$ cat config.mk
export PLATFORM = sky130hd
export DESIGN_NAME = hann_window_apply
export DESIGN_NICKNAME = d
export VERILOG_FILES = /design/src/rtl/hann_pkg.sv /design/src/rtl/hann_coef_rom.sv /design/src/rtl/hann_window_apply.sv
export SDC_FILE = /design/constraint.sdc
export NUM_CORES = 1
export LEC_CHECK = 0
export BUFFER_PORTS_ARGS = -buffer_cell sky130_fd_sc_hd__buf_2
export CORE_UTILIZATION = 45
export DETAILED_ROUTE_END_ITERATION = 10
export HOLD_SLACK_MARGIN = 0.05
export PLACE_DENSITY = 0.68
export SYNTH_ARGS = -nofsm -noshare
export SYNTH_HDL_FRONTEND = slang
export SYNTH_SLANG_ARGS = --single-unit
$ cat constraint.sdc
create_clock -name clk -period 10.6 [get_ports clk]
set_clock_uncertainty 0.1 [all_clocks]
set_input_delay 1.59 -clock clk [delete_from_list [all_inputs] [get_ports clk]]
set_output_delay 1.59 -clock clk [all_outputs]
set_load 0.01 [all_outputs]
$ cat src/rtl/hann_pkg.sv
`default_nettype none
// +----------------------------------------------------------------------------+
// | hann_pkg : shared constants, stage record and half-table of the 32-point  |
// |            Hann window (unsigned Q1.11 coefficients).                     |
// | Revision : 1.0                                                            |
// +----------------------------------------------------------------------------+
package hann_pkg;

    localparam int HANN_N     = 32;
    localparam int HANN_DW    = 12;
    localparam int HANN_CW    = 13;
    localparam int HANN_AW    = 5;
    localparam int HANN_ONE   = 2048;
    localparam int HANN_SHIFT = 11;
    localparam int HANN_RND   = 1024;

    // Indices 0..16; entries 17..31 are the mirror image of 15..1.
    localparam logic [HANN_CW-1:0] HANN_HALF_TABLE [0:16] = '{
        13'd0,    13'd20,   13'd78,   13'd173,  13'd300,  13'd455,
        13'd632,  13'd824,  13'd1024, 13'd1224, 13'd1416, 13'd1593,
        13'd1748, 13'd1875, 13'd1970, 13'd2028, 13'd2047
    };

    typedef struct packed {
        logic               valid;
        logic [HANN_AW-1:0] idx;
        logic [HANN_DW-1:0] data;
    } hann_stage_t;

    function automatic logic [HANN_AW-1:0] hann_fold(input logic [HANN_AW-1:0] k);
        return (k > 5'd16) ? 5'(6'd32 - {1'b0, k}) : k;
    endfunction

endpackage
`default_nettype wire

$ cat src/rtl/hann_coef_rom.sv
`default_nettype none
// +----------------------------------------------------------------------------+
// | hann_coef_rom : synchronous Hann coefficient ROM, 1-cycle read latency,   |
// |                 folds the 32-entry address onto the 17-entry half-table.  |
// | Revision      : 1.0                                                       |
// +----------------------------------------------------------------------------+
module hann_coef_rom
    import hann_pkg::*;
(
    input  logic               clk,
    input  logic               rst_n,
    input  logic               en,
    input  logic [HANN_AW-1:0] addr,
    output logic [HANN_CW-1:0] data
);

    logic [HANN_CW-1:0] data_d;
    logic [HANN_CW-1:0] data_q;

    always_comb begin
        data_d = data_q;
        if (en) begin
            data_d = HANN_HALF_TABLE[hann_fold(addr)];
        end
    end

    always_ff @(posedge clk or negedge rst_n) begin
        if (!rst_n) begin
            data_q <= '0;
        end else begin
            data_q <= data_d;
        end
    end

    assign data = data_q;

endmodule
`default_nettype wire

$ cat src/rtl/hann_window_apply.sv
`default_nettype none
// +----------------------------------------------------------------------------+
// | hann_window_apply : 3-stage Hann windowing of a signed sample stream with |
// |                     frame tracking. Build option HANN_BYPASS_EN adds a    |
// |                     per-sample unity-gain bypass input.                   |
// | Revision          : 1.0                                                   |
// +----------------------------------------------------------------------------+
module hann_window_apply
    import hann_pkg::*;
#(
    parameter int N  = HANN_N,
    parameter int DW = HANN_DW,
    parameter int CW = HANN_CW
) (
    input  logic                 clk,
    input  logic                 rst_n,
`ifdef HANN_BYPASS_EN
    input  logic                 bypass,
`endif
    input  logic                 s_valid,
    output logic                 s_ready,
    input  logic signed [DW-1:0] s_data,
    input  logic                 s_sof,
    output logic                 m_valid,
    input  logic                 m_ready,
    output logic signed [DW-1:0] m_data,
    output logic                 m_first,
    output logic                 m_last,
    output logic                 frame_err
);

    localparam int PW = DW + CW;
    localparam logic [HANN_AW-1:0] LAST_IDX = HANN_AW'(N - 1);

    logic                en;
    logic                accept;
    logic [HANN_AW-1:0]  use_idx;
    logic [HANN_AW-1:0]  idx_d,  idx_q;
    hann_stage_t         s1_d,   s1_q;
    hann_stage_t         s2_d,   s2_q;
    logic [CW-1:0]       rom_coef;
    logic [CW-1:0]       coef_eff;
    logic signed [PW-1:0] prod;
    logic signed [PW-1:0] rnd_sum;
    logic                m_valid_d, m_valid_q;
    logic [DW-1:0]       m_data_d,  m_data_q;
    logic                m_first_d, m_first_q;
    logic                m_last_d,  m_last_q;

    assign en      = !m_valid_q || m_ready;
    assign s_ready = en;
    assign accept  = s_valid && en;

    // Frame counter: s_sof forces the accepted sample to index 0.
    always_comb begin
        idx_d     = idx_q;
        use_idx   = s_sof ? '0 : idx_q;
        frame_err = accept && s_sof && (idx_q != '0);
        if (accept) begin
            idx_d = (use_idx == LAST_IDX) ? '0 : use_idx + 5'd1;
        end
    end

    hann_coef_rom u_rom (
        .clk   (clk),
        .rst_n (rst_n),
        .en    (en),
        .addr  (s1_q.idx),
        .data  (rom_coef)
    );

`ifdef HANN_BYPASS_EN
    logic s1_byp_d, s1_byp_q;
    logic s2_byp_d, s2_byp_q;

    always_comb begin
        s1_byp_d = s1_byp_q;
        s2_byp_d = s2_byp_q;
        if (en) begin
            s1_byp_d = bypass;
            s2_byp_d = s1_byp_q;
        end
        coef_eff = s2_byp_q ? CW'(HANN_ONE) : rom_coef;
    end

    always_ff @(posedge clk or negedge rst_n) begin
        if (!rst_n) begin
            s1_byp_q <= 1'b0;
            s2_byp_q <= 1'b0;
        end else begin
            s1_byp_q <= s1_byp_d;
            s2_byp_q <= s2_byp_d;
        end
    end
`else
    assign coef_eff = rom_coef;
`endif

    // Coefficient is unsigned, so it is zero-extended before the signed multiply.
    assign prod    = $signed({{(PW-DW){s2_q.data[DW-1]}}, s2_q.data})
                   * $signed({{(PW-CW){1'b0}}, coef_eff});
    assign rnd_sum = prod + $signed(PW'(HANN_RND));

    always_comb begin
        s1_d      = s1_q;
        s2_d      = s2_q;
        m_valid_d = m_valid_q;
        m_data_d  = m_data_q;
        m_first_d = m_first_q;
        m_last_d  = m_last_q;
        if (en) begin
            s1_d.valid = accept;
            s1_d.idx   = use_idx;
            s1_d.data  = s_data;
            s2_d       = s1_q;
            m_valid_d  = s2_q.valid;
            m_first_d  = s2_q.valid && (s2_q.idx == '0);
            m_last_d   = s2_q.valid && (s2_q.idx == LAST_IDX);
            if (s2_q.valid) begin
                m_data_d = DW'(rnd_sum >>> HANN_SHIFT);
            end
        end
    end

    always_ff @(posedge clk or negedge rst_n) begin
        if (!rst_n) begin
            idx_q     <= '0;
            s1_q      <= '0;
            s2_q      <= '0;
            m_valid_q <= 1'b0;
            m_data_q  <= '0;
            m_first_q <= 1'b0;
            m_last_q  <= 1'b0;
        end else begin
            idx_q     <= idx_d;
            s1_q      <= s1_d;
            s2_q      <= s2_d;
            m_valid_q <= m_valid_d;
            m_data_q  <= m_data_d;
            m_first_q <= m_first_d;
            m_last_q  <= m_last_d;
        end
    end

    assign m_valid = m_valid_q;
    assign m_data  = m_data_q;
    assign m_first = m_first_q;
    assign m_last  = m_last_q;

endmodule
`default_nettype wire

== After elaboration in Yosys (flattened, before gate mapping) ==
Memory sizes are Yosys's and may differ from the RTL's. A register that Yosys moved wholly into a read port is not among the register bits.
Index checks and enable logic that the tools add are counted.
Operators by class
  $add $sub $neg: 3
  $mul: 1
  divide/modulo/power cells: 0
  $lt $le $gt $ge: 1
  eq/ne operators: 2
  shift operators: 0
  mux-type cells: 3
  bitwise gates (word level): 1
  reduce and logical (&&, ||, !) cells: 11
Operators by type and width (count)
  $add 23x12->23 const B: 1
  $mul 12x14->23: 1
  $mux 5: 3
  $eq 5x5->1 const B: 2
  $not 5->6: 1
  $add 5x1->5 const B: 1
  $gt 5x5->1 const B: 1
  $logic_and 1x1->1: 5
  $logic_not 5->1: 1
  $reduce_bool 5->1: 1
  $sub 1x5->5 const A: 1
  $logic_not 1->1: 2
  $reduce_and 2->1: 1
  $logic_or 1x1->1: 1
Storage, ports and cells
  flip-flop bits (word level): 56
  latch bits: 0
  bits in writable memories: 0
  bits in read-only memories: 416
  input bits: 17
  output and inout bits: 17
  logic and storage cells: 34
  memories kept: 1
Memories
  (name not given): words 32, width 13, read ports 1, clocked after Yosys merged registers in 1, wr ports 0, line hann_coef_rom.sv:23  | data_d = HANN_HALF_TABLE[hann_fold(addr)];

== Logic depth before layout (Yosys ltp) ==
Gate-level depths: netlist (run 1).
  word-level depth: 5
  mapped depth: 19
  gate-level depth less buffers: 18

== Cells and area by module ==
Synthesis (run 1) repeated with hierarchy kept, for this count alone.
Unflattened totals
  cell total of the unflattened synthesis: 893
  area, all modules: 7981.4 um^2
By module, submodules not included
  hann_window_apply: instances 1, cells each 786, area each 7070.5 um^2, seq. area each 1401.3 um^2
  hann_coef_rom: instances 1, cells each 107, area each 910.9 um^2, seq. area each 275.3 um^2

== Worst setup path before layout (run 1) ==
No wires, ideal clock.
  path kind: register to register
  start point: reg s2_q[6] in the netlist's numbering
  end point: reg m_data_q[5], in the netlist m_data[5]
  setup time: 0.068 ns
  arrival: 4.882 ns
  data required time: 10.432 ns
  setup slack: 5.550 ns
  stages on the path, launching flop included: 19
  path buffers: 1
  clock period less this slack: 5.050 ns
  cells stage by stage: dfrtp_1 clkbuf_1 and2_1 fa_1 inv_1 fa_1 inv_1 fa_1 fa_1 inv_1 fa_1 inv_1 ha_1 nand2_1 a21oi_1 a221oi_2 o21ai_2 a2111o_1 nand3_1
Between the ends
  longest elaborated chain between the ends: 2
RTL lines
  start, declared: line hann_window_apply.sv:40  | hann_stage_t s2_d, s2_q;
  start signal, assigned: line hann_window_apply.sv:129  | s2_q <= '0;
  start signal, assigned: line hann_window_apply.sv:137  | s2_q <= s2_d;
  $mul 12x14->23: line hann_window_apply.sv:101  | * $signed({{(PW-CW){1'b0}}, coef_eff});
  $add 23x12->23: line hann_window_apply.sv:102  | assign rnd_sum = prod + $signed(PW'(HANN_RND));
  end signal, assigned: line hann_window_apply.sv:139  | m_data_q <= m_data_d;
  end, declared: line hann_window_apply.sv:46  | logic [DW-1:0] m_data_d, m_data_q;
Every way passes these cells.
A chain may end at the register's enable or synchronous reset.

== Worst setup path in the final report (run 1) ==
  start point: reg s2_q[11] in the netlist's numbering
  end point: reg m_data_q[11], in the netlist m_data[11]
The elaborated chain is that of the path after synthesis.

==> results of run 1 <==
==> metrics by stage <==
step	cell area, um^2	util (%)	setup slack, ns
2_1_floorplan	7375	-	5.550
3_3_place_gp	7674	48.13	5.012
3_5_place_dp	7674	48.13	4.970
4_1_cts	7998	50.16	4.950
5_1_grt	7998	50.16	4.661
6_report	7998	50.16	4.954
==> sequential cells by signal, summed over array words and instances (netlist names) <==
name and flops:
m_valid 1, s1_q 18, idx_q 5, u_rom.data 11, m_data 12, m_first 1, s2_q 18, m_last 1
==> worst reg2reg max path: cells and delay by family (launching register included) <==
| family | cells | cell delay, ns |
|---|---|---|
| compound gates | 4 | 0.99 |
| xor+xnor | 1 | 0.17 |
| buf+inv | 3 | 0.49 |
| flops | 1 | 0.55 |
| fa+ha+maj | 6 | 2.82 |
| simple gates | 2 | 0.36 |
==> cell type report <==
class / count / area share, %
multi-input cells: 590 / 63.25
clock buffers: 9 / 2.816
inverters: 126 / 5.914
repair buffers: 37 / 2.441
well taps: 216 / 3.379
clock inverters: 7 / 1.236
flip-flops and latches: 67 / 20.96
==> synth_stat cells, types with 2 or more instances <==
library cell,count,share of area [%]
a211oi_1,2,0.20
a21o_1,3,0.31
a21oi_1,21,1.4
a221oi_1,2,0.24
a221oi_2,2,0.41
a311oi_1,3,0.36
and2_1,51,4.3
and3_1,4,0.34
buf_2,5,0.34
clkbuf_1,34,1.7
dfrtp_1,67,23
fa_1,90,24
ha_1,74,13
inv_1,124,6.3
mux2_2,4,0.61
mux4_2,3,0.92
nand2_1,194,9.9
nand2b_1,10,0.85
nand3_1,8,0.54
nand3b_1,3,0.31
nand4_1,3,0.25
nand4b_1,2,0.24
nor2_1,14,0.71
nor2b_1,4,0.34
nor3_1,6,0.41
nor3b_1,3,0.31
o21a_1,3,0.31
o21ai_0,27,1.8
o21bai_1,5,0.51
o22a_1,5,0.59
o22ai_1,2,0.17
o2bb2ai_1,2,0.24
o31ai_1,4,0.41
o32a_1,2,0.27
xnor2_1,13,1.5
xor2_1,2,0.24
==> routing by layer <==
| metal | vias to the layer above | wire [um] | share of wire (%) | GRT usage, % |
|---|---|---|---|---|
| met2 | 98 | 7070 | 47 | 30.98 |
| li1 | 2611 | - | - | - |
| met1 | 2615 | 7150 | 48 | 28.48 |
| met5 | - | 0 | 0 | 0 |
| met4 | 0 | 178 | 1.2 | 5.746 |
| met3 | 13 | 487 | 3.3 | 2.829 |
==> kinds of logic (layout without fill, tap and decap cells) <==
kind of cell / after synthesis / after routing / share of synthesized area (%)
AND/OR/NAND/NOR: 306 / 306 / 18.93
flip-flops: 67 / 67 / 22.74
adder cells (fa/ha/maj): 164 / 164 / 36.99
multiplexers: 8 / 8 / 1.730
buffers and inverters: 168 / 179 / 8.704
XOR/XNOR: 17 / 17 / 2.223
AO/OA/AOI/OAI: 95 / 95 / 8.687
==> worst paths after layout <==
| path | from | end | slack (ns) |
|---|---|---|---|
| setup / recovery | s2_q[11] | m_data[11] | 4.95 |
| hold / removal | s1_q[8] | s1_q[8] | 0.36 |
| setup reg to reg | s2_q[11] | m_data[11] | 4.95 |
| hold reg to reg | s1_q[8] | s1_q[8] | 0.36 |
| max in group asynchronous | rst_n | u_rom.data[1] | 8.49 |
| min in group asynchronous | rst_n | m_data[9] | 1.34 |
==> impl_metrics.tcl, run 1 <==
set metrics [dict create \
    status "finished clean" \
    fillers 1503 \
    root_buffer "clkbuf_16" \
    synth_nets 1006 \
    synthCells 825 \
    cts_buffer_depth 2 \
    start_util_pct 46.26 \
    hold_path_class "register to register" \
    async_reset_ff_share_pct 100.0 \
    drive_gt1_share_pct 8.254 \
    num-nets-final 1012 \
    synth_warnings 0 \
    route.detailed.drc 0 \
    num_vias 5337 \
    seq_area_um2 1677 \
    groute.usage.overall_pct 19.75 \
    critPathSlowestCell "dfrtp_1" \
    cap_violations 0 \
    rsz0062_at_grt "no" \
    ys.flop_type "dfrtp_1" \
    hold_slack_ns 0.3641 \
    start_kind "register" \
    worstPathCellList "clkinv_1 > nor2_1 > fa_1 > fa_1 > fa_1 > fa_1 > inv_1 > fa_1 > inv_1 > ha_1 > a21oi_1 > nand3b_1 > o2bb2ai_1 > o211ai_1 > xnor2_1 > o21ai_0" \
    globalplace.congestion 0.8723 \
    tns_ns 0 \
    antenna_cells 0 \
    cpPeakStageDelay_ns 0.55 \
    hold_viol 0 \
    io_buffers 33 \
    hold_depth 2 \
    routed_wl_mm 14.89 \
    die_x_um 130.0 \
    grt_start_max_net_pins 68 \
    clock-sinks 67 \
    cp_common_cell "fa_1" \
    cts_resized 0 \
    slew_headroom_pct 41.79 \
    fmax_ghz 0.1771 \
    grt_first_pass_wirelength_mm 25.96 \
    numPlacedInstances 1036 \
    coreArea_um2 15940 \
    cts_made_buffers 9 \
    die_y_um 130.0 \
    antenna_found_initial 0 \
    hold_buffers 0 \
    die-area_um2 16900 \
    final_common_cell "nand2_1" \
    arrival_ns 5.73 \
    dr.first_iter.drc_count 356 \
    post-route-min-period_ns 5.646 \
    stdcell_count 1052 \
    vias_per_cell 5.073 \
    avgSynthCellArea_um2 8.939 \
    post_cts_buffers 0 \
    path_class "register to register" \
    cts.clk_slew.worst_paths_ns 0.06 \
    drt_first_pass_iters 4 \
    grt_pass1_vias 5270 \
    path_depth 16 \
    wl_per_cell_um 14.15 \
    layout_common_cells "nand2_1 (194), inv_1 (124), fa_1 (90)" \
    dp_hpwl_mm 11.39 \
    synth_area_um2 7375 \
    required_ns 10.68 \
    multi_input_area_um2 5059 \
    ys_ff_latch 67 \
    insertion_delay_ns 0.34 \
    area_growth_pct 8.449 \
    slew_violations 0 \
    yosysSeqAreaShare_pct 22.73 \
    rows 46 \
    htreeDepth 3 \
    rr_worst_depth 16 \
    drtAntennaViolNets 0 \
    endpoint_kind "register" \
    synth.distinct_cells 60 \
    cts_tree "done" \
    crit_buf_inv 3 \
    synth_edf_count 0 \
    crit_family "adder cells" \
    overflow 0 \
    worst_pin_slew_ns 0.8731 \
    fin_crit_sh_pct 53.26 \
    setup_viol 0 \
    cp_max_fo 8 \
    io_pins 34 \
]
Power of run 1 is left out: the tool's default activity adds up to more than one toggle a clock period on the data nets, which glitch-free logic cannot reach.
==> run 2, diff against run 1 <==
Settings changed: PLACE_DENSITY 0.68 to 0.71.
Clock period 10.6 ns to 5.1 ns, I/O delays scaled along.
==> run 2 against run 1 <==
Effect of this change:
- die area is the same
- final cell count is 4.5% higher
- count of clock-buffer cells in the layout is 1 higher
- sequential cell count stayed put
- via count increased by 6.4%
- non-clock buffer count is 47 higher
- largest cell class unchanged
- register-to-register slack got worse by 4.8 ns
==> impl_metrics.tcl, run 2 (same netlist as run 1, synthesis figures left out) <==
set metrics [dict create \
    groute.usage.overall_pct 20.15 \
    route.detailed.drc 0 \
    cts.clk_slew.worst_paths_ns 0.06 \
    worst_pin_slew_ns 1.001 \
    rows 46 \
    grt_pass1_vias 5653 \
    post-route-min-period_ns 4.954 \
    routed_wl_mm 15.75 \
    setup_viol 0 \
    dr.first_iter.drc_count 303 \
    num-nets-final 1059 \
    grt_first_pass_wirelength_mm 26.61 \
    clock-sinks 67 \
    io_buffers 33 \
    fin_crit_sh_pct 97.14 \
    hold_path_class "register to register" \
    die_x_um 130.0 \
    grt_start_max_net_pins 55 \
    final_common_cell "nand2_1" \
    cts_made_buffers 9 \
    required_ns 5.27 \
    htreeDepth 3 \
    overflow 0 \
    cts_tree "done" \
    wl_per_cell_um 14.33 \
    num_vias 5679 \
    die_y_um 130.0 \
    cp_max_fo 11 \
    hold_viol 0 \
    tns_ns 0 \
    dp_hpwl_mm 11.98 \
    path_class "register to register" \
    drive_gt1_share_pct 17.55 \
    drt_first_pass_iters 5 \
    start_kind "register" \
    drtAntennaViolNets 0 \
    cap_violations 0 \
    arrival_ns 5.13 \
    io_pins 34 \
    hold_buffers 0 \
    die-area_um2 16900 \
    area_growth_pct 16.29 \
    startpoint "u_rom.data[5]" \
    start_util_pct 46.26 \
    antenna_found_initial 0 \
    coreArea_um2 15940 \
    hold_start "s1_q[3]" \
    endpoint_kind "register" \
    r2r_start "u_rom.data[5]" \
    antenna_cells 0 \
    root_buffer "clkbuf_16" \
    vias_per_cell 5.167 \
    final_util_pct 53.79 \
    cts_buffer_depth 2 \
    layout_common_cells "nand2_1 (194), inv_1 (124), fa_1 (88)" \
    slew_headroom_pct 33.30 \
    hold_slack_ns 0.3686 \
    insertion_delay_ns 0.34 \
    reg2reg_slack_ns 0.15 \
    fmax_ghz 0.2018 \
    status "finished clean" \
    slew_violations 0 \
    globalplace.congestion 0.8841 \
]
[run 2: changes by cell type in the layout (fill, tap and decap cells not counted), moves of 7 or more]
cell,before,now
dfrtp_1,67,56
ha_1,74,67
buf_4,4,45
dfrtp_2,0,11
[run 2: area by class of cell]
type                       instances  area [um^2]
multi-input combinational        590         5225
sequential                        67         1690
clock buffer                      10        239.0
clock inverter                     6        95.09
inverter                         126        476.7
fill                            1430         7367
tap                              216        270.3
timing repair buffer              84        579.3
[run 2: what timing repair did]
action / CTS / global route
gates resized for setup: 7 / 43
endpoints found under the setup margin: 5 / 9
pin swaps: 0 / 19
setup buffers: 1 / 10
endpoints found under the hold margin: 0 / 0
[run 2: worst max-delay path, stage by stage, from the launching register on]
cell,delay (ns)
dfrtp_1,0.41
buf_6,0.17
and2_1,0.16
fa_1,0.48
ha_1,0.34
fa_1,0.51
inv_1,0.05
fa_1,0.47
inv_1,0.05
fa_1,0.58
ha_4,0.22
a21oi_2,0.17
o311ai_1,0.16
a221oi_2,0.28
buf_4,0.19
o21ai_2,0.08
a2111o_1,0.41
nand3_1,0.07
[run 2: stage by stage]
| step | cells | worst slack, ns | instance area (um^2) |
|---|---|---|---|
| 3_3_place_gp | 1072 | 0.004383 | 7944 |
| 5_1_grt | 1099 | -0.02258 | 8576 |
| 3_5_place_dp | 1072 | -0.06405 | 7944 |
| 2_1_floorplan | 825 | 0.04998 | 7375 |
| 4_1_cts | 1089 | 0.004542 | 8310 |
| 6_report | 1099 | 0.1457 | 8576 |
[run 2: worst paths after layout]
kind / endpoint / cells after the start
max in group asynchronous: u_rom.data[2] / 2
max reg2reg: m_data[5] / 17
min reg2reg: s2_q[3] / 2
min: s2_q[3] / 2
max: m_data[5] / 17
min in group asynchronous: m_data[9] / 1
[run 2: metal layers]
metal | vias up | GRT usage [%] | part of all wire [%]
li1 | 2705 | - | -
met1 | 2839 | 27.16 | 45
met2 | 114 | 33.88 | 50
met3 | 21 | 2.378 | 3.0
met4 | 0 | 6.703 | 1.6
met5 | - | 0 | 0
Power of run 2 is left out for the same reason.
==> run 3, diff against run 2 <==
Settings changed: BUFFER_PORTS_ARGS -buffer_cell sky130_fd_sc_hd__buf_2 to -buffer_cell sky130_fd_sc_hd__clkbuf_2.
==> run 3 against run 2 <==
Effect of this change:
- worst hold slack hardly changed
- via count is 1.9% lower
- critical path type unchanged
- sequential share of layout area is 0.086 points higher
- routed wire length is 2.4% lower
==> impl_metrics.tcl, run 3 (same netlist as run 1, synthesis figures left out) <==
set metrics [dict create \
    groute.usage.overall_pct 19.31 \
    critPathSlowestCell "fa_1" \
    arrival_ns 5.13 \
    antenna_found_initial 0 \
    required_ns 5.28 \
    cts.clk_slew.worst_paths_ns 0.06 \
    num_vias 5573 \
    grt_first_pass_wirelength_mm 25.43 \
    hold_viol 0 \
    die_x_um 130.0 \
    slew_headroom_pct 29.29 \
    io_buffers 33 \
    drive_gt1_share_pct 16.59 \
    setup_ws_ns 0.1433 \
    worst_pin_slew_ns 1.061 \
    vias_per_cell 5.085 \
    cts_tree "done" \
    start_kind "register" \
    dpl_worst_slack_ns -0.003957 \
    overflow 0 \
    cap_violations 0 \
    wl_per_cell_um 14.02 \
    fillers 1464 \
    grt_start_max_net_pins 55 \
    hold_path_class "register to register" \
    drtAntennaViolNets 0 \
    drt_first_pass_iters 5 \
    fin_crit_sh_pct 97.19 \
    post-route-min-period_ns 4.957 \
    slew_violations 0 \
    endpoint_kind "register" \
    routed_wl_mm 15.37 \
    dr.first_iter.drc_count 399 \
    cpPeakStageDelay_ns 0.55 \
    cp_max_fo 6 \
    setup_viol 0 \
    cts_buffer_depth 2 \
    num-nets-final 1056 \
    die-area_um2 16900 \
    seq_area_um2 1685 \
    htreeDepth 3 \
    cts_made_buffers 9 \
    insertion_delay_ns 0.33 \
    fmax_ghz 0.2017 \
    globalplace.congestion 0.8613 \
    clock-sinks 67 \
    multi_input_area_um2 5229 \
    layout_common_cells "nand2_1 (193), inv_1 (124), fa_1 (88)" \
    area_growth_pct 15.44 \
    crit_family "adder cells" \
    crit_buf_inv 5 \
    io_pins 34 \
    coreArea_um2 15940 \
    antenna_cells 0 \
    start_util_pct 46.26 \
    grt_pass1_vias 5347 \
    status "finished clean" \
    path_class "register to register" \
    route.detailed.drc 0 \
    worstPathCellList "and2_4 > fa_1 > inv_1 > fa_1 > inv_1 > fa_2 > fa_1 > inv_1 > fa_1 > inv_1 > ha_4 > nand2_2 > a21oi_2 > a221oi_2 > buf_4 > o21ai_2 > a2111o_1 > nand3_1" \
    dp_hpwl_mm 11.87 \
    rows 46 \
    final_common_cell "nand2_1" \
    root_buffer "clkbuf_16" \
    die_y_um 130.0 \
]
run 3: metrics by stage:
step                      utilization (%)  cell area (um^2)  std cells  hold slack (ns)  setup TNS, ns
after floorplan                         -              7375        825           0.3386              0
after global placement              49.87              7951       1073           0.3506              0
after detailed placement            49.87              7951       1073           0.3557      -0.003957
after CTS                           51.87              8269       1089           0.3698              0
after global routing                53.40              8513       1096           0.3829       -0.09190
final                               53.40              8513       1096           0.3688              0
run 3: routing by layer:
layer	up-vias	share of wire [%]	track usage, %	wire, um
met5	-	0	0	0
met2	103	49	32.05	7603
met1	2753	46	26.40	7058
met4	0	1.3	5.609	206
met3	16	3.3	2.747	501
li1	2701	-	-	-
run 3: area by class of cell:
type / instances / share of cell area (%)
multi-input combinational: 590 / 61.42
sequential: 67 / 19.80
timing repair buffer: 81 / 6.393
inverter: 126 / 5.556
tap: 216 / 3.175
clock buffer: 10 / 2.807
clock inverter: 6 / 0.8524
run 3: final timing paths:
kind,from,end,slack (ns),cells after the start
worst max-delay path,s2_q[6],m_data[5],0.14,18
worst min-delay path,s1_q[6],s1_q[6],0.37,2
worst max register to register,s2_q[6],m_data[5],0.14,18
worst min register to register,s1_q[6],s1_q[6],0.37,2
max in group asynchronous,rst_n,s1_q[14],3.49,2
min in group asynchronous,rst_n,m_data[5],0.52,1
run 3: worst register-to-register path, cell delays in order, from the launching register on:
cell and delay (ns):
dfrtp_1 0.41, and2_4 0.18, fa_1 0.53, inv_1 0.06, fa_1 0.53, inv_1 0.07
fa_2 0.48, fa_1 0.54, inv_1 0.06, fa_1 0.55, inv_1 0.07, ha_4 0.24
nand2_2 0.08, a21oi_2 0.04, a221oi_2 0.25, buf_4 0.18, o21ai_2 0.08, a2111o_1 0.41
nand3_1 0.07
run 3: what timing repair did:
item / 4_1_cts / 5_1_grt
hold buffers: 0 / 0
endpoints found under the setup margin: 5 / 10
gates resized for setup: 3 / 43
buffers inserted: 0 / 7
pin swaps: 1 / 17
Power of run 3 is left out for the same reason.
